===== src/rtl/udp_rx_parser_if.sv =====
// udp_rx_parser_if: 8-bit AXI-Stream payload bus (no tready, sink always accepts)
interface udp_rx_parser_if #(parameter int W = 8);
  logic [W-1:0] tdata;
  logic         tvalid;
  logic         tlast;
  logic         tuser;
  modport master (output tdata, tvalid, tlast, tuser);
  modport slave  (input  tdata, tvalid, tlast, tuser);
endinterface


===== src/rtl/udp_rx_parser.sv =====
// udp_rx_parser: Ethernet/IPv4/UDP receive parser emitting filtered UDP payload with FCS status
module udp_rx_parser #(
  parameter int PAYLOAD_WIDTH = 11,
  parameter int DATA_WIDTH    = 8
) (
  input  logic                  clk_i,
  input  logic                  rst_i,
  input  logic [DATA_WIDTH-1:0] rx_data_i,
  input  logic                  rx_valid_i,
  input  logic                  check_destination_i,
  input  logic [47:0]           fpga_mac_i,
  input  logic [31:0]           fpga_ip_i,
  input  logic [15:0]           fpga_port_i,
  udp_rx_parser_if.master       m_axis,
  output logic [31:0]           src_ip_o,
  output logic [15:0]           src_port_o,
  output logic                  crc_err_o,
  output logic                  frame_drop_o
);
  typedef enum logic [2:0] {WAIT_GAP, IDLE, PREAMBLE, HEADER, PAYLOAD, TRAILER, DROP} state_t;
  state_t r_state, w_next;
  logic [5:0]               r_idx;
  logic [31:0]              r_crc;
  logic [47:0]              r_dmac;
  logic [15:0]              r_etype, r_sport, r_dport, r_ulen;
  logic [7:0]               r_vihl, r_proto;
  logic [31:0]              r_sip, r_dip;
  logic [PAYLOAD_WIDTH-1:0] r_cnt;
  logic [DATA_WIDTH-1:0]    r_hold, r_tdata;
  logic                     r_hold_full, r_tvalid, r_tlast, r_tuser, r_crc_err, r_drop;
  logic [31:0]              r_src_ip;
  logic [15:0]              r_src_port;
  logic                     w_accept, w_crc_bad;
  logic [PAYLOAD_WIDTH-1:0] w_plen;

  function automatic logic [31:0] crc_next(input logic [31:0] c, input logic [7:0] d);
    logic [31:0] x;
    x = c ^ {24'h0, d};
    for (int k = 0; k < 8; k++) x = x[0] ? (x >> 1) ^ 32'hEDB88320 : x >> 1;
    return x;
  endfunction

  assign w_plen    = PAYLOAD_WIDTH'(r_ulen - 16'd8);
  assign w_crc_bad = r_crc != 32'hDEBB20E3;
  assign w_accept  = r_etype == 16'h0800 && r_vihl == 8'h45 && r_proto == 8'd17 && r_ulen >= 16'd8 &&
                     (!check_destination_i || ((r_dmac == fpga_mac_i || &r_dmac) &&
                      r_dip == fpga_ip_i && r_dport == fpga_port_i));

  assign m_axis.tdata  = r_tdata;
  assign m_axis.tvalid = r_tvalid;
  assign m_axis.tlast  = r_tlast;
  assign m_axis.tuser  = r_tuser;
  assign src_ip_o      = r_src_ip;
  assign src_port_o    = r_src_port;
  assign crc_err_o     = r_crc_err;
  assign frame_drop_o  = r_drop;

  // state register; reset lands in WAIT_GAP so a frame already in flight is never parsed
  always_ff @(posedge clk_i or posedge rst_i)
    if (rst_i) r_state <= WAIT_GAP;
    else       r_state <= w_next;

  // next-state decode from the incoming byte and the header decision at byte 41
  always_comb begin
    w_next = r_state;
    case (r_state)
      WAIT_GAP: w_next = rx_valid_i ? WAIT_GAP : IDLE;
      IDLE:     w_next = !rx_valid_i ? IDLE : rx_data_i == 8'h55 ? PREAMBLE : DROP;
      PREAMBLE: w_next = !rx_valid_i ? IDLE : rx_data_i == 8'hD5 ? HEADER :
                         rx_data_i == 8'h55 ? PREAMBLE : DROP;
      HEADER:   w_next = !rx_valid_i ? IDLE : r_idx != 6'd41 ? HEADER : !w_accept ? DROP :
                         w_plen == '0 ? TRAILER : PAYLOAD;
      PAYLOAD:  w_next = !rx_valid_i ? IDLE : r_cnt == PAYLOAD_WIDTH'(1) ? TRAILER : PAYLOAD;
      TRAILER:  w_next = rx_valid_i ? TRAILER : IDLE;
      DROP:     w_next = rx_valid_i ? DROP : IDLE;
      default:  w_next = WAIT_GAP;
    endcase
  end

  // header capture, CRC, payload hold-and-forward and one-cycle status pulses
  always_ff @(posedge clk_i or posedge rst_i)
    if (rst_i) begin
      r_idx <= '0; r_crc <= '1; r_dmac <= '0; r_etype <= '0; r_vihl <= '0; r_proto <= '0;
      r_sip <= '0; r_dip <= '0; r_sport <= '0; r_dport <= '0; r_ulen <= '0; r_cnt <= '0;
      r_hold <= '0; r_hold_full <= 1'b0; r_tdata <= '0; r_tvalid <= 1'b0; r_tlast <= 1'b0;
      r_tuser <= 1'b0; r_crc_err <= 1'b0; r_drop <= 1'b0; r_src_ip <= '0; r_src_port <= '0;
    end else begin
      r_tvalid  <= 1'b0;
      r_tlast   <= 1'b0;
      r_tuser   <= 1'b0;
      r_crc_err <= 1'b0;
      r_drop    <= 1'b0;
      if (r_state == PREAMBLE && rx_valid_i && rx_data_i == 8'hD5) begin
        r_crc       <= '1;
        r_idx       <= '0;
        r_hold_full <= 1'b0;
      end
      if (rx_valid_i && (r_state == HEADER || r_state == PAYLOAD || r_state == TRAILER))
        r_crc <= crc_next(r_crc, rx_data_i);
      if (r_state == HEADER && !rx_valid_i) r_drop <= 1'b1;
      if (r_state == HEADER && rx_valid_i) begin
        r_idx <= r_idx + 6'd1;
        if (r_idx < 6'd6) r_dmac <= {r_dmac[39:0], rx_data_i};
        if (r_idx inside {[6'd12:6'd13]}) r_etype <= {r_etype[7:0], rx_data_i};
        if (r_idx == 6'd14) r_vihl <= rx_data_i;
        if (r_idx == 6'd23) r_proto <= rx_data_i;
        if (r_idx inside {[6'd26:6'd29]}) r_sip <= {r_sip[23:0], rx_data_i};
        if (r_idx inside {[6'd30:6'd33]}) r_dip <= {r_dip[23:0], rx_data_i};
        if (r_idx inside {[6'd34:6'd35]}) r_sport <= {r_sport[7:0], rx_data_i};
        if (r_idx inside {[6'd36:6'd37]}) r_dport <= {r_dport[7:0], rx_data_i};
        if (r_idx inside {[6'd38:6'd39]}) r_ulen <= {r_ulen[7:0], rx_data_i};
        if (r_idx == 6'd41 && !w_accept) r_drop <= 1'b1;
        if (r_idx == 6'd41 && w_accept) begin
          r_src_ip   <= r_sip;
          r_src_port <= r_sport;
          r_cnt      <= w_plen;
        end
      end
      if (r_state == PAYLOAD) begin
        r_tvalid    <= r_hold_full;
        r_tdata     <= r_hold;
        r_tlast     <= r_hold_full & !rx_valid_i;
        r_tuser     <= r_hold_full & !rx_valid_i;
        r_hold      <= rx_valid_i ? rx_data_i : r_hold;
        r_hold_full <= rx_valid_i;
        r_cnt       <= rx_valid_i ? r_cnt - PAYLOAD_WIDTH'(1) : r_cnt;
      end
      if (r_state == TRAILER && !rx_valid_i) begin
        r_tvalid    <= r_hold_full;
        r_tdata     <= r_hold;
        r_tlast     <= r_hold_full;
        r_tuser     <= r_hold_full & w_crc_bad;
        r_crc_err   <= w_crc_bad;
        r_hold_full <= 1'b0;
      end
    end
endmodule


===== src/flat_wrapper.sv =====
// flat-port wrapper written by rule: the top's interface ports become plain ports
module udp_rx_parser_flat 
#(
  parameter int PAYLOAD_WIDTH = 11,
  parameter int DATA_WIDTH    = 8
)
  (clk_i, rst_i, rx_data_i, rx_valid_i, check_destination_i, fpga_mac_i, fpga_ip_i, fpga_port_i, src_ip_o, src_port_o, crc_err_o, frame_drop_o, m_axis_tdata, m_axis_tvalid, m_axis_tlast, m_axis_tuser);
  udp_rx_parser_if m_axis_i ();
  input  logic clk_i;
  input  logic rst_i;
  input  logic [DATA_WIDTH-1:0] rx_data_i;
  input  logic rx_valid_i;
  input  logic check_destination_i;
  input  logic [47:0] fpga_mac_i;
  input  logic [31:0] fpga_ip_i;
  input  logic [15:0] fpga_port_i;
  output logic [31:0] src_ip_o;
  output logic [15:0] src_port_o;
  output logic crc_err_o;
  output logic frame_drop_o;
  output wire logic [$bits(m_axis_i.tdata)-1:0] m_axis_tdata;
  output wire logic [$bits(m_axis_i.tvalid)-1:0] m_axis_tvalid;
  output wire logic [$bits(m_axis_i.tlast)-1:0] m_axis_tlast;
  output wire logic [$bits(m_axis_i.tuser)-1:0] m_axis_tuser;
  assign m_axis_tdata = m_axis_i.tdata;
  assign m_axis_tvalid = m_axis_i.tvalid;
  assign m_axis_tlast = m_axis_i.tlast;
  assign m_axis_tuser = m_axis_i.tuser;
  udp_rx_parser #(.PAYLOAD_WIDTH(PAYLOAD_WIDTH), .DATA_WIDTH(DATA_WIDTH)) u_core (.clk_i(clk_i), .rst_i(rst_i), .rx_data_i(rx_data_i), .rx_valid_i(rx_valid_i), .check_destination_i(check_destination_i), .fpga_mac_i(fpga_mac_i), .fpga_ip_i(fpga_ip_i), .fpga_port_i(fpga_port_i), .m_axis(m_axis_i), .src_ip_o(src_ip_o), .src_port_o(src_port_o), .crc_err_o(crc_err_o), .frame_drop_o(frame_drop_o));
endmodule

===== config.mk =====
export PLATFORM = sky130hd
export DESIGN_NAME = udp_rx_parser_flat
export DESIGN_NICKNAME = d
export VERILOG_FILES = /design/src/rtl/udp_rx_parser_if.sv /design/src/rtl/udp_rx_parser.sv /design/src/flat_wrapper.sv
export SDC_FILE = /design/constraint.sdc
export NUM_CORES = 1
export LEC_CHECK = 0
export CAP_MARGIN = 20
export CORE_MARGIN = 3
export CORE_UTILIZATION = 45
export DETAILED_ROUTE_END_ITERATION = 10
export GPL_TIMING_DRIVEN = 0
export HOLD_SLACK_MARGIN = 0.1
export PLACE_DENSITY_LB_ADDON = 0.1
export SLEW_MARGIN = 25
export SYNTH_ARGS = -nofsm -noshare
export SYNTH_HDL_FRONTEND = slang
export SYNTH_SLANG_ARGS = --single-unit

===== constraint.sdc =====
create_clock -name clk_i -period 32.5 [get_ports clk_i]
set_input_delay 8.125 -clock clk_i [delete_from_list [all_inputs] [get_ports clk_i]]
set_output_delay 8.125 -clock clk_i [all_outputs]
set_load 0.02 [all_outputs]

; Word level (Yosys, flattened, before mapping)
; Cells that the tools add are included.
[op_classes]
n_addsub = 3
n_mul = 0
div_mod_pow = 0
order_cmp = 14
eq_ne = 21
shifts = 0
n_mux = 44
bitwise = 11
n_reduce_logical = 48
[op_table]
columns = op, count
row1 = 32-bit 2-to-1 mux, 10
row2 = 13-bit NOT with 14-bit output, 8
row3 = 48-bit equality test, 1
row4 = 48-bit AND reduction, 1
row5 = 11-bit 2-to-1 mux, 4
row6 = 32-bit equality test, 1
row7 = "32-bit inequality test, second input constant", 1
row8 = 32-bit by 8-bit bitwise XOR with 32-bit output, 1
row9 = 3-bit 2-to-1 mux, 10
row10 = "6-bit less-or-equal comparator, second input constant", 4
row11 = 2-bit AND reduction, 11
row12 = 3-bit case mux with 7 select lines, 1
row13 = 1-bit logical AND, 20
row14 = "6-bit greater-or-equal comparator, second input constant", 3
row15 = "16-bit by 12-bit equality test with 1-bit output, second input constant", 1
row16 = 16-bit equality test, 1
row17 = "8-bit by 7-bit equality test with 1-bit output, second input constant", 2
row18 = "16-bit by 4-bit greater-or-equal comparator with 1-bit output, second input constant", 1
row19 = 8-bit 2-to-1 mux, 2
row20 = 1-bit 2-to-1 mux, 15
row21 = "6-bit by 5-bit greater-or-equal comparator with 1-bit output, second input constant", 2
row22 = 6-bit 2-to-1 mux, 2
row23 = "11-bit by 1-bit equality test with 1-bit output, second input constant", 1
row24 = 11-bit logical NOT, 1
row25 = other kinds (24), 37
[totals]
register_bits = 314
latchBits = 0
ram_bits = 0
rom_bits = 0
input_bits = 108
out_inout_bits = 61
word_cells = 164
memories = 0

; Logic depth before layout (Yosys ltp)
; Gate-level depths: netlist of the first run.
[depth]
ltp_word = 18
depth_mapped = 9
ltp_nobuf = 9

; Worst setup path before layout of the first run
; Ideal clock, no wire load.
[synth_timing]
kind = input-to-reg
start = input port fpga_mac_i[29]
end = register u_core.r_cnt[10]
setup_time_ns = 0.122
arrival_time_ns = 9.946
required_time_ns = 32.378
path_slack_ns = 22.432
stages = 7
n_path_buf = 0
path_cell_list = xor2_1 nor4_1 nand4_1 o311ai_0 and2b_1 nand3_1 a32o_1
[synth_via]
elab_chain_len = 9
[synth_lines]
columns = element, line_no
row1 = from (decl), flat_wrapper.sv:14  ; input logic [47:0] fpga_mac_i;
row2 = 48-bit equality test, udp_rx_parser.sv:46  ; (!check_destination_i || ((r_dmac == fpga_mac_i || &r_dmac) &&
row3 = 1-bit logical OR, udp_rx_parser.sv:46
row4 = 1-bit logical AND, udp_rx_parser.sv:46
row5 = 1-bit logical AND, udp_rx_parser.sv:47  ; r_dip == fpga_ip_i && r_dport == fpga_port_i));
row6 = 1-bit logical OR, udp_rx_parser.sv:46
row7 = 1-bit logical AND, udp_rx_parser.sv:45  ; assign w_accept = r_etype == 16'h0800 && r_vihl == 8'h45 && r_proto == 8'd17 && r_ulen >= 16'd8 &&
row8 = 1-bit logical AND, udp_rx_parser.sv:113  ; if (r_idx == 6'd41 && w_accept) begin
row9 = 2-bit nonzero test (no line), n/a
row10 = 3-bit AND reduction (no line), n/a
row11 = to (signal assigned), udp_rx_parser.sv:116  ; r_cnt <= w_plen;
row12 = to (signal assigned), udp_rx_parser.sv:126  ; r_cnt <= rx_valid_i ? r_cnt - PAYLOAD_WIDTH'(1) : r_cnt;
row13 = to (decl), udp_rx_parser.sv:28  ; logic [PAYLOAD_WIDTH-1:0] r_cnt;
; Every way passes these cells.
; A chain may end at the register's enable or synchronous reset.

; Worst setup path in the final report of the first run
[layout_timing]
start = input port fpga_mac_i[36]
end = register u_core.r_cnt[10]
; Same word-level chain as after synthesis.

==> results of run 1 <==
stage by stage:
stage                     setup WS [ns]  hold slack, ns
after global placement            11.68          0.4675
final                             21.87          0.4901
after detailed placement          21.30          0.4757
after global routing              21.66          0.5014
after floorplan                   15.74          0.4430
after CTS                         21.84          0.4887
cell type report:
type	count	area [um^2]	area share [%]
multi-input combinational	743	6291	35.05
sequential	314	7898	44.00
inverter	12	52.55	0.2928
clock inverter	11	125.1	0.6971
clock buffer	52	1044	5.814
timing repair buffer	171	1764	9.829
buffer	55	271.5	1.513
tap	402	503.0	2.802
routing by layer:
| metal | part of all wire, % | vias to the layer above | GRT usage [%] |
|---|---|---|---|
| li1 | - | 4429 | - |
| met1 | 47 | 4802 | 29.25 |
| met2 | 47 | 222 | 32.09 |
| met3 | 4.3 | 49 | 3.049 |
| met4 | 1.8 | 0 | 4.532 |
| met5 | 0 | - | 0 |
power breakdown:
group	switching (W)	internal, W	total (W)
clock	0.000158	0.000240	0.000398
combinational	0.000209	0.000198	0.000407
sequential	0.0000784	0.000474	0.000552
registers in the layout, indices dropped and copies added, names as in the netlist, 11 cells and up:
signal	flops
u_core.r_cnt	11
u_core.r_crc	32
u_core.r_dip	32
u_core.r_dmac	48
u_core.r_dport	16
u_core.r_etype	16
u_core.r_sip	32
u_core.r_sport	16
u_core.r_ulen	16
u_core.src_ip_o	32
u_core.src_port_o	16
cells by family after synthesis:
group | Yosys count
fa+ha+maj | 7
simple gates | 214
buf+inv | 67
flops | 314
compound gates | 90
xor+xnor | 175
mux | 257
synthesized netlist by cell type (all sizes together), types with 23 or more instances:
master / instances
xor2: 123
o21ai: 23
mux2: 256
dfstp: 32
nor4: 36
clkbuf: 43
dfrtp: 282
nand4: 27
xnor2: 52
a21oi: 40
nand2: 32
nor3: 46
nor2: 27
critical path, cell delays in order:
cell	delay (ns)
clkdlybuf4s50_1	0.42
xor2_1	0.15
nor4_1	0.40
nand4_1	0.16
o311ai_1	0.76
and2b_1	0.29
nand3_1	0.32
a32o_1	0.38
final timing paths:
kind | endpoint
worst max-delay path | u_core.r_cnt[10]
worst min-delay path | u_core.r_ulen[12]
worst max register to register | u_core.r_cnt[10]
worst min register to register | u_core.r_ulen[12]
max in group asynchronous | u_core.r_crc[5]
min in group asynchronous | u_core.src_port_o[14]
==> reports/results.ini, run 1 <==
[status]
status = finished clean

[detailed_routing]
drt-pass1-iter-count = 5
drt_iter0_drc = 505
routed-via-count = 9502
vias_per_cell = 5.399
routedWlPerCell_um = 19.54
drtAntennaViolNets = 0
drt_wl_total_mm = 34.40
drc = 0

[sta]
worst_pin_slew_ns = 0.9485
drv_slew = 0
slew_headroom_pct = 36.77
max_freq_mhz = 94.09
min_period_ns = 10.63
setup_viol = 0
fin_crit_sh_pct = 32.70
hold_viol = 0
skew_ns = 0.01147
rsz0062_at_grt = false
setup_tns_ns = 0

[clocking]
cts.clk_slew.worst_paths_ns = 0.06
clkLatencyLatePin_ns = 0.51
post_cts_buffers = 0
cts_tree = yes
cts_hold_buf = 0
cts_resized = 0
cts_max_level = 2
root_buffer = clkbuf_16
cts.path.max_buffers = 3
numCtsBuffers = 36
cts.sinks = 314

[final_layout]
syn_to_final_growth_pct = 23.79
final_util_pct = 56.73
final_area_um2 = 17950
fillers = 2682
mostFrequentLayoutCell = dfrtp_1
instances_no_fill = 1760
antennaDiodeCount = 0
drive_above_1_share_pct = 27.10
mostFrequentLayoutCells = dfrtp_1 (282), mux2_2 (256), clkdlybuf4s50_1 (168)
nNetsFinal = 1448

[global_route]
grt_pass1_vias = 9766
gr-total-overflow = 0
grt_max_degree = 93
grt_usage_pct = 20.08
antenna_found_initial = 0
grt_pass1_wl_mm = 54.61

[logic_synthesis]
ys_seq_area_share_pct = 54.47
yosys_warnings = 0
synth_edf_count = 0
synth_area_leaders = dfrtp_1 (49%), mux2_2 (20%), xor2_1 (7.4%), dfstp_2 (5.8%), xnor2_1 (3.1%)
synthFlopType = dfrtp_1
yosys.area_share.adder_pct = 0.6041
synth_cells = 1124
avgSynthCellArea_um2 = 12.90
synth_mux_area_share_pct = 19.95
ys_async_sr_fraction_pct = 100.0
netlist_area_um2 = 14500
synth_compound_area_share_pct = 3.616
synth_xor_area_share_pct = 10.62
syn-num-nets = 1239
yosys.area.top_type = dfrtp_1
synth_top_family_by_area = multiplexers
synth_top_area_share_pct = 48.67
ys_seq_elements = 314
ys_types = 57
synth-simple-area-share_pct = 8.552

[die]
coreArea_um2 = 31640
rows = 65
io_pins = 169
die_y_um = 185.5
die-area_um2 = 34410
initial_core_util_pct = 45.83
chipWidth_um = 185.5

[worst_setup_path]
critPathRequiredTime_ns = 32.89
worstSetupEndpointType = flop
ff2ff_path_depth = 7
r2r_start = u_core.r_dmac[3]
reg2reg_slack_ns = 29.44
path_max_fanout = 9
critical_path_class = input port to flop
start_kind = input port
critical_path_arrival_ns = 11.02
crit_start = fpga_mac_i[36]

[worst_hold_path]
holdPathStages = 2
hp-class = flop to flop
min-delay-start = u_core.r_ulen[12]

[power]
power_density_nw_per_um2 = 75.60
p_leak_nw = 8.298
power_w = 0.001357
ir_worst_vdd_uv = 42.68

[place]
gp_congestion = 0.8684
placed_cells = 1697
io_buffers = 168
placed_cell_area_um2 = 16780
dp.final_hpwl_mm = 24.50

[job]
cap_violations = 0

(Power assumes the default switching activity.)
==> inputs of run 2 (changes only) <==
==> constraint.sdc (replaced) <==
create_clock -name clk_i -period 9.4 [get_ports clk_i]
set_input_delay 2.35 -clock clk_i [delete_from_list [all_inputs] [get_ports clk_i]]
set_output_delay 2.35 -clock clk_i [all_outputs]
set_load 0.02 [all_outputs]
==> reports/results.ini, run 2 (synthesized netlist as in run 1, its figures left out) <==
[detailed_routing]
vias_per_cell = 5.362  ; -0.69%
routed-via-count = 9485  ; -0.18%
drtAntennaViolNets = 0  ; unchanged
drt_iter0_drc = 489  ; -3.2%
routedWlPerCell_um = 19.46  ; -0.41%
drt_wl_total_mm = 34.43  ; about the same
drc = 0  ; unchanged
drt-pass1-iter-count = 5  ; unchanged

[final_layout]
top_register = u_core.r_dmac
syn_to_final_growth_pct = 25.82
mostFrequentLayoutCell = dfrtp_1
drive_above_1_share_pct = 27.80  ; +0.70 points
fillers = 2659  ; -0.86%
nNetsFinal = 1456  ; +0.55%
final_area_um2 = 18240  ; +1.6%
mostFrequentLayoutCells = dfrtp_1 (282), mux2_2 (256), clkdlybuf4s50_1 (168)
largest_register_ffs = 48  ; unchanged
instances_no_fill = 1769  ; +0.51%
antennaDiodeCount = 0  ; unchanged

[clocking]
cts_resized = 0  ; unchanged
cts_max_level = 2  ; unchanged
cts.clk_slew.worst_paths_ns = 0.06  ; about the same
cts.path.max_buffers = 3  ; unchanged
clkLatencyLatePin_ns = 0.50  ; about the same
cts.sinks = 314  ; unchanged
numCtsBuffers = 35  ; -2.8%
root_buffer = clkbuf_16
post_cts_buffers = 0  ; unchanged
cts_tree = yes
cts_hold_buf = 0  ; unchanged

[place]
placed_cells = 1706  ; +0.53%
gp_congestion = 0.8946  ; +3.0%
placed_cell_area_um2 = 16960  ; +1.1%
dp.final_hpwl_mm = 25.14  ; +2.6%
dpl_worst_slack_ns = 4.014  ; -17.29 ns
io_buffers = 168  ; unchanged

[worst_setup_path]
critical_path_class = input port to flop
critical_path_arrival_ns = 5.29  ; -5.73 ns
max_stage_delay_ns = 0.85  ; +0.09 ns
crit_family = compound AO/OA/AOI/OAI gates
timing.critical_path.cells = clkdlybuf4s50_1 -> xor2_1 -> nor4_1 -> nand4_1 -> o311ai_1 -> and2b_1 -> nand3_1 -> a32o_1
crit_slowest_cell = o311ai_1
ff2ff_path_depth = 7  ; unchanged
path_max_fanout = 9  ; unchanged
worst-path-buf-inv = 1  ; unchanged
reg2reg_to = u_core.r_cnt[10]
r2r_start = u_core.r_dmac[36]
start_kind = input port
critPathRequiredTime_ns = 9.79  ; -23.10 ns
reg2reg_slack_ns = 6.31  ; -23.13 ns
worstSetupEndpointType = flop

[sta]
slew_headroom_pct = 32.02  ; -4.8 points
skew_ns = 0.01315  ; +0.001683 ns
setup_tns_ns = 0  ; unchanged
rsz0062_at_grt = false
max_freq_mhz = 204.2
fin_crit_sh_pct = 52.10
holdWs_ns = 0.4853  ; -0.004808 ns
hold_viol = 0  ; unchanged
worst_pin_slew_ns = 1.020  ; +0.07132 ns
drv_slew = 0  ; unchanged
worst_slack_ns = 4.503  ; -17.37 ns
min_period_ns = 4.897
setup_viol = 0  ; unchanged

[worst_hold_path]
hp-class = flop to flop
holdPathStages = 2  ; unchanged
holdPathEnd = u_core.r_ulen[12]
min-delay-start = u_core.r_ulen[12]

[job]
cap_violations = 0  ; unchanged

[die]
rows = 65  ; unchanged
initial_core_util_pct = 45.83  ; unchanged
coreArea_um2 = 31640  ; unchanged
io_pins = 169  ; unchanged
chipWidth_um = 185.5  ; unchanged
die_y_um = 185.5  ; unchanged
die-area_um2 = 34410  ; unchanged

[global_route]
antenna_found_initial = 0  ; unchanged
groute.layer.met2.usage_pct = 32.08  ; about the same
grt_pass1_wl_mm = 55.19  ; +1.1%
grt_usage_pct = 20.31  ; +0.23 points
gr-usage-met1_pct = 29.85  ; +0.60 points
grt_pass1_vias = 9789  ; +0.24%
grt_max_degree = 33  ; -65%
gr-total-overflow = 0  ; unchanged
grt.busiest_layer = met2
met3_usage_pct = 2.814  ; -0.23 points

[power]
power_density_nw_per_um2 = 264.8  ; +250%
ir_worst_vdd_uv = 161.6  ; +280%
p_leak_nw = 8.437  ; +1.7%

[status]
status = finished clean

## run 2: where the power goes
group          switching (W)  internal (W)  total [W]
clock network       0.000537      0.000971    0.00151
registers           0.000270       0.00164    0.00191
logic               0.000722      0.000692    0.00141
total                0.00153       0.00330    0.00483
## run 2: final cells by class
cell class	count	area [um^2]	area share (%)
flip-flops and latches	314	7898	43.29
multi-input cells	743	6291	34.49
plain buffers	55	271.5	1.488
inverters	12	48.80	0.2675
well taps	402	503.0	2.757
clock buffers	48	1007	5.521
clock inverters	15	279.0	1.529
repair buffers	180	1944	10.66
## run 2: per-layer routing
| metal | share of wire, % | up-vias |
|---|---|---|
| met4 | 2.2 | 0 |
| met3 | 3.5 | 53 |
| met2 | 47 | 193 |
| li1 | - | 4454 |
| met1 | 47 | 4785 |
| met5 | 0 | - |
## run 2: metrics by stage
stage          utilization, %  total power [W]
5_1_grt                 57.66         0.005090
2_1_floorplan               -         0.002902
4_1_cts                 57.66         0.004873
3_3_place_gp            52.75         0.003312
3_5_place_dp            53.60         0.003338
6_report                57.66         0.004830
## run 2: worst reg2reg max path, cell delays in order (launching register included)
cell and delay [ns]:
dfrtp_1 0.44, xor2_1 0.19, nor4_1 0.37, nand4_1 0.15, o311ai_1 0.82, and2b_1 0.29
nand3_1 0.34, a32o_1 0.38
## run 2: worst max-delay path by stage
stage,to,cells past startpoint,start,slack [ns]
floorplan,u_core.crc_err_o,1,rst_i,2.89
global placement,u_core.src_port_o[14],2,rst_i,0.62
detailed placement,u_core.src_ip_o[16],8,fpga_mac_i[36],4.01
CTS,u_core.src_ip_o[16],8,fpga_mac_i[36],4.53
global route,u_core.r_cnt[10],8,fpga_mac_i[44],4.35
finish,u_core.r_cnt[10],8,fpga_mac_i[4],4.50
